--- src/rtl/serial_subtractor.sv ---
// Digit-serial subtractor: DIGIT bits per cycle, LSB slice first, ready/valid on both sides.
// Optional o_overflow port is built when SERIAL_SUB_OVERFLOW_EN is defined.
module serial_subtractor #(
  parameter int WIDTH = 8,
  parameter int DIGIT = 2
) (
  input  logic             i_clk,
  input  logic             i_rst,
  input  logic             i_valid,
  input  logic [WIDTH-1:0] i_op1,
  input  logic [WIDTH-1:0] i_op2,
  input  logic             i_borrow,
  output logic             o_ready,
  output logic             o_valid,
  input  logic             i_ready,
  output logic [WIDTH-1:0] o_res,
  output logic             o_borrow
`ifdef SERIAL_SUB_OVERFLOW_EN
  ,
  output logic             o_overflow
`endif
);

  localparam int N  = WIDTH / DIGIT;
  localparam int CW = (N > 1) ? $clog2(N) : 1;
  localparam logic [CW-1:0] LAST = CW'(N - 1);

  localparam logic [1:0] IDLE = 2'd0;
  localparam logic [1:0] CALC = 2'd1;
  localparam logic [1:0] DONE = 2'd2;

  logic [1:0]       state_q, state_d;
  logic [CW-1:0]    cnt_q, cnt_d;
  logic [WIDTH-1:0] a_q, a_d, b_q, b_d, acc_q, acc_d, res_q, res_d;
  logic             brw_q, brw_d, bout_q, bout_d;
  logic [DIGIT:0]   slice;

  // Top bit of the widened slice difference is the borrow out of that slice.
  assign slice = {1'b0, a_q[DIGIT-1:0]} - {1'b0, b_q[DIGIT-1:0]} - {{DIGIT{1'b0}}, brw_q};

`ifdef SERIAL_SUB_OVERFLOW_EN
  logic sa_q, sa_d, sb_q, sb_d, ovf_q, ovf_d;
`endif

  always_comb begin
    state_d = state_q;
    cnt_d   = cnt_q;
    a_d     = a_q;
    b_d     = b_q;
    acc_d   = acc_q;
    brw_d   = brw_q;
    res_d   = res_q;
    bout_d  = bout_q;
`ifdef SERIAL_SUB_OVERFLOW_EN
    sa_d    = sa_q;
    sb_d    = sb_q;
    ovf_d   = ovf_q;
`endif
    case (state_q)
      IDLE: if (i_valid) begin
        state_d = CALC;
        cnt_d   = '0;
        a_d     = i_op1;
        b_d     = i_op2;
        brw_d   = i_borrow;
        acc_d   = '0;
`ifdef SERIAL_SUB_OVERFLOW_EN
        sa_d    = i_op1[WIDTH-1];
        sb_d    = i_op2[WIDTH-1];
`endif
      end
      CALC: begin
        // Operands shift down; slice results enter the accumulator from the top.
        a_d   = a_q >> DIGIT;
        b_d   = b_q >> DIGIT;
        brw_d = slice[DIGIT];
        acc_d = (acc_q >> DIGIT) | (WIDTH'(slice[DIGIT-1:0]) << (WIDTH - DIGIT));
        cnt_d = cnt_q + 1'b1;
        if (cnt_q == LAST) begin
          state_d = DONE;
          cnt_d   = '0;
          res_d   = acc_d;
          bout_d  = slice[DIGIT];
`ifdef SERIAL_SUB_OVERFLOW_EN
          ovf_d   = (sa_q ^ sb_q) & (acc_d[WIDTH-1] ^ sa_q);
`endif
        end
      end
      DONE: if (i_ready) state_d = IDLE;
      default: state_d = IDLE;
    endcase
  end

  always_ff @(posedge i_clk) begin
    if (i_rst) begin
      state_q <= IDLE;
      cnt_q   <= '0;
      a_q     <= '0;
      b_q     <= '0;
      acc_q   <= '0;
      brw_q   <= 1'b0;
      res_q   <= '0;
      bout_q  <= 1'b0;
`ifdef SERIAL_SUB_OVERFLOW_EN
      sa_q    <= 1'b0;
      sb_q    <= 1'b0;
      ovf_q   <= 1'b0;
`endif
    end else begin
      state_q <= state_d;
      cnt_q   <= cnt_d;
      a_q     <= a_d;
      b_q     <= b_d;
      acc_q   <= acc_d;
      brw_q   <= brw_d;
      res_q   <= res_d;
      bout_q  <= bout_d;
`ifdef SERIAL_SUB_OVERFLOW_EN
      sa_q    <= sa_d;
      sb_q    <= sb_d;
      ovf_q   <= ovf_d;
`endif
    end
  end

  assign o_ready  = (state_q == IDLE);
  assign o_valid  = (state_q == DONE);
  assign o_res    = res_q;
  assign o_borrow = bout_q;
`ifdef SERIAL_SUB_OVERFLOW_EN
  assign o_overflow = ovf_q;
`endif

endmodule

--- config.mk ---
export PLATFORM = sky130hd
export DESIGN_NAME = serial_subtractor
export DESIGN_NICKNAME = d
export VERILOG_FILES = /design/src/rtl/serial_subtractor.sv
export SDC_FILE = /design/constraint.sdc
export NUM_CORES = 1
export LEC_CHECK = 0
export ABC_CLOCK_PERIOD_IN_PS = 6650
export CORE_AREA = 2 2 71 73
export CTS_CLUSTER_DIAMETER = 150
export DETAILED_ROUTE_END_ITERATION = 12
export DIE_AREA = 0 0 73 75
export GPL_TIMING_DRIVEN = 1
export HOLD_SLACK_MARGIN = 0.02
export PLACE_DENSITY = 0.54
export SYNTH_ARGS = -nofsm -noshare
export SYNTH_HDL_FRONTEND = slang
export SYNTH_SLANG_ARGS = --single-unit
--- constraint.sdc ---
create_clock -name i_clk -period 6.65 [get_ports i_clk]
set_clock_uncertainty 0.15 [all_clocks]
set_input_delay 1.33 -clock i_clk [delete_from_list [all_inputs] [get_ports i_clk]]
set_output_delay 1.33 -clock i_clk [all_outputs]
set_load 0.1 [all_outputs]
==> results by group <==
Status
  – Outcome: finished clean

Worst setup path
  – Buffering stage count on the worst path with inverters included: 1
  – Start of the worst register-to-register path: b_q[0]$_SDFFE_PP0P_
  – Worst path cell trace: nor2_1 > clkdlybuf4s50_1
  – Max FO, Critical Path: 21
  – Flop-to-flop setup slack: 4.26 ns
  – Crit path max-delay family: buffers and inverters
  – Largest incremental delay on the critical path: 1.28 ns
  – Critical R2R Capture: brw_q$_SDFFE_PP0P_
  – Slowest library cell on the worst path: sky130_fd_sc_hd__clkdlybuf4s50_1
  – Worst Setup End Kind: primary output
  – Launching element type of the critical path: flop
  – Cell count along the critical path: 2
  – Number of cells on the worst reg-to-reg path: 7
  – Category of the critical setup timing path: reg2out
  – Worst EP required: 5.17 ns
  – Endpoint arrival time on the critical path: 2.92 ns

Worst hold path
  – Hold depth: 2
  – Tightest Hold Check Type: reg2reg
  – Startpoint of the most critical hold path: o_res[5]$_SDFFE_PP0P_
  – Endpoint of the worst hold path: o_res[5]$_SDFFE_PP0P_

Clock tree
  – # resized after CTS: 0
  – Number of clock sinks: 36
  – Setup Fix Bufs, Post-CTS: 0
  – Number of buffers created by CTS: 5
  – Post-cts hold buffer count: 0
  – Root buf cell: sky130_fd_sc_hd__clkbuf_8
  – Number of H-tree levels: 2
  – TritonCTS clock tree: done
  – Clock insertion delay at the later pin of the skew report: 0.28 ns
  – Buffer levels on the longest clock path: 2
  – Clock transition at the register clock pins on the worst setup and hold paths after CTS: 0.07 ns

Detailed routing
  – 1st-pass router iterations: 4
  – Routed vias/inst: 5.23
  – Residual antenna-violating net count after detailed routing: 0
  – Drt total wl: 3.37 mm
  – Final routed DRC violation total: 0
  – Violation count after the first detailed-route iteration: 70
  – Wire length per cell after detailed routing: 13.4 um
  – Total number of vias: 1319

STA
  – Setup_tns: 0 ns
  – Worst slew slack as a fraction of its limit: 0.349
  – Number of endpoints failing setup at the final stage: 0
  – Transition at the pin with the smallest max-transition slack: 0.974 ns
  – Upper clock frequency limit: 0.227 GHz
  – Time the worst path needs with I/O delays and setup: 4.40 ns
  – RSZ-0062 raised after global routing: no
  – Final worst-path cycle share: 0.661
  – Count of final hold-check violations: 0
  – Final count of pins violating max slew: 0

Floorplan
  – Floorplan die area: 5480 um^2
  – CORE AREA: 4660 um^2
  – Count of boundary I/O pins: 32
  – Die width: 73 um
  – Standard-cell row count: 25
  – Effective utilization at floorplan: 0.346
  – Vertical extent of the die: 75 um

Power
  – Leak pwr: 0.000722 uW
  – Total power of the final layout: 473 uW
  – Pwr Density: 238 nW/um^2
  – Worst vdd ir: 0.000100 V

Synthesis
  – Sequential-to-total area share from yosys stat: 0.447
  – Unique cell type count in the Yosys netlist: 30
  – Most instantiated flip-flop cell in the synthesis netlist: sky130_fd_sc_hd__dfxtp_1
  – Synthesized area: 1610 um^2
  – Post-synthesis instance total: 171
  – Post-Syn Nets: 197
  – Synth async-reset ratio: 0
  – Total of flip-flops plus latches after synthesis: 36
  – Mean cell area of the mapped netlist: 9.42 um^2
  – Synthesis Warnings: 0
  – EDFF count, synth: 0

Final layout
  – Area overhead of the layout relative to synthesis: 23.4%
  – Most frequent standard cell in the layout excluding fill and tap cells: sky130_fd_sc_hd__dfxtp_1
  – Diodes inserted: 0
  – Count of non-filler cells in the finished layout: 252
  – Count of nets after finishing: 223
  – Fraction of final layout cells sized beyond drive strength 1: 0.0808
  – Final standard cell utilization of the core: 0.427
  – Most used cells in the layout excluding fill and tap cells: sky130_fd_sc_hd__dfxtp_1 (36), sky130_fd_sc_hd__clkdlybuf4s50_1 (31), sky130_fd_sc_hd__nor2_1 (26)

Global routing
  – First-pass GRT wire length: 5.82 mm
  – Gr usage total: 0.138
  – Largest net degree at the start of global routing: 38
  – Residual overflow from global routing: 0
  – Number of antenna violations at the first check in global routing: 0
  – Number of global-route vias before repair: 1280

Placed design
  – Last weighted congestion value of the routability-driven placer: 0.741
  – Cell count after placement: 244
  – Estimated wirelength of the detail-placed design: 2.35 mm
  – Quantity of I/O buffers inserted on ports: 31

Job
  – Maxcap violations: 0
-- cells by family (layout without fill, tap and decap cells) --
| family | Yosys count | after routing | share of synthesized area |
|---|---|---|---|
| adders and majority gates | 5 | 5 | 0.0481 |
| xor gates and xnor gates | 1 | 1 | 0.00544 |
| and+or+nand+nor | 67 | 67 | 0.204 |
| buffers and inverters | 18 | 45 | 0.0737 |
| AOI/OAI and AO/OA | 38 | 38 | 0.184 |
| muxes | 6 | 6 | 0.0373 |
| DFF | 36 | 36 | 0.447 |
-- tightest hold or removal path, cell delays in order (launching register included) --
cell and delay (ns):
sky130_fd_sc_hd__dfxtp_1 0.31, sky130_fd_sc_hd__nand2_1 0.05, sky130_fd_sc_hd__a21oi_1 0.05
-- sequential cells by signal, summed over array words and instances, names as in the netlist --
signal    cells
acc_q         6
a_q           8
b_q           8
o_borrow      1
o_res         8
state_q       2
cnt_q         2
brw_q         1
-- power breakdown --
part / switching (uW) / internal, uW
logic: 37.0 / 37.6
registers: 11.1 / 229
clock network: 75.7 / 82.6
total: 124 / 349
-- layer usage --
| metal | GRT usage | up-vias | part of all wire |
|---|---|---|---|
| li1 | - | 647 | - |
| met1 | 0.168 | 620 | 0.44 |
| met2 | 0.226 | 48 | 0.48 |
| met3 | 0.0495 | 4 | 0.062 |
| met4 | 0.0453 | 0 | 0.011 |
| met5 | 0 | - | 0 |
-- cell usage after synthesis (all sizes together), types with 5 or more instances --
| master | instances | area (um^2) |
|---|---|---|
| mux2i | 6 | 60.1 |
| a211oi | 7 | 57.6 |
| dfxtp | 36 | 721 |
| buf | 12 | 96.3 |
| nor2b | 9 | 56.3 |
| nand2 | 15 | 56.3 |
| a22oi | 7 | 52.6 |
| a21oi | 9 | 45.0 |
| nor2 | 28 | 115 |
| nand2b | 10 | 62.6 |
| inv | 5 | 18.8 |
| a222oi | 8 | 80.1 |
-- metrics by stage --
| stage | area, um^2 | hold WS (ns) | setup slack (ns) |
|---|---|---|---|
| floorplan | 1610 | 0.282 | 4.06 |
| global placement | 1900 | 0.293 | 2.65 |
| detailed placement | 1900 | 0.298 | 2.59 |
| CTS | 1990 | 0.308 | 2.27 |
| global route | 1990 | 0.328 | 2.08 |
| finish | 1990 | 0.303 | 2.25 |
-- cell type report --
cell class	count	area, um^2
fillers	465	2670
multi-input cells	117	772
flip-flops and latches	36	721
repair buffers	32	318
clock buffers	6	82.6
well taps	54	67.6
inverters	5	18.8
clock inverters	2	10.0
-- how the worst max path moves through the flow --
stage                            start  endpoint  slack [ns]
4_1_cts        state_q[0]$_SDFFE_PP0P_   o_ready        2.27
2_1_floorplan  state_q[1]$_SDFFE_PP0P_   o_valid        4.06
5_1_grt        state_q[0]$_SDFFE_PP0P_   o_ready        2.08
6_report       state_q[0]$_SDFFE_PP0P_   o_ready        2.25
3_3_place_gp   state_q[0]$_SDFFE_PP0P_   o_ready        2.65
3_5_place_dp   state_q[0]$_SDFFE_PP0P_   o_ready        2.59
No activity file was read; power rests on OpenSTA's default activity.
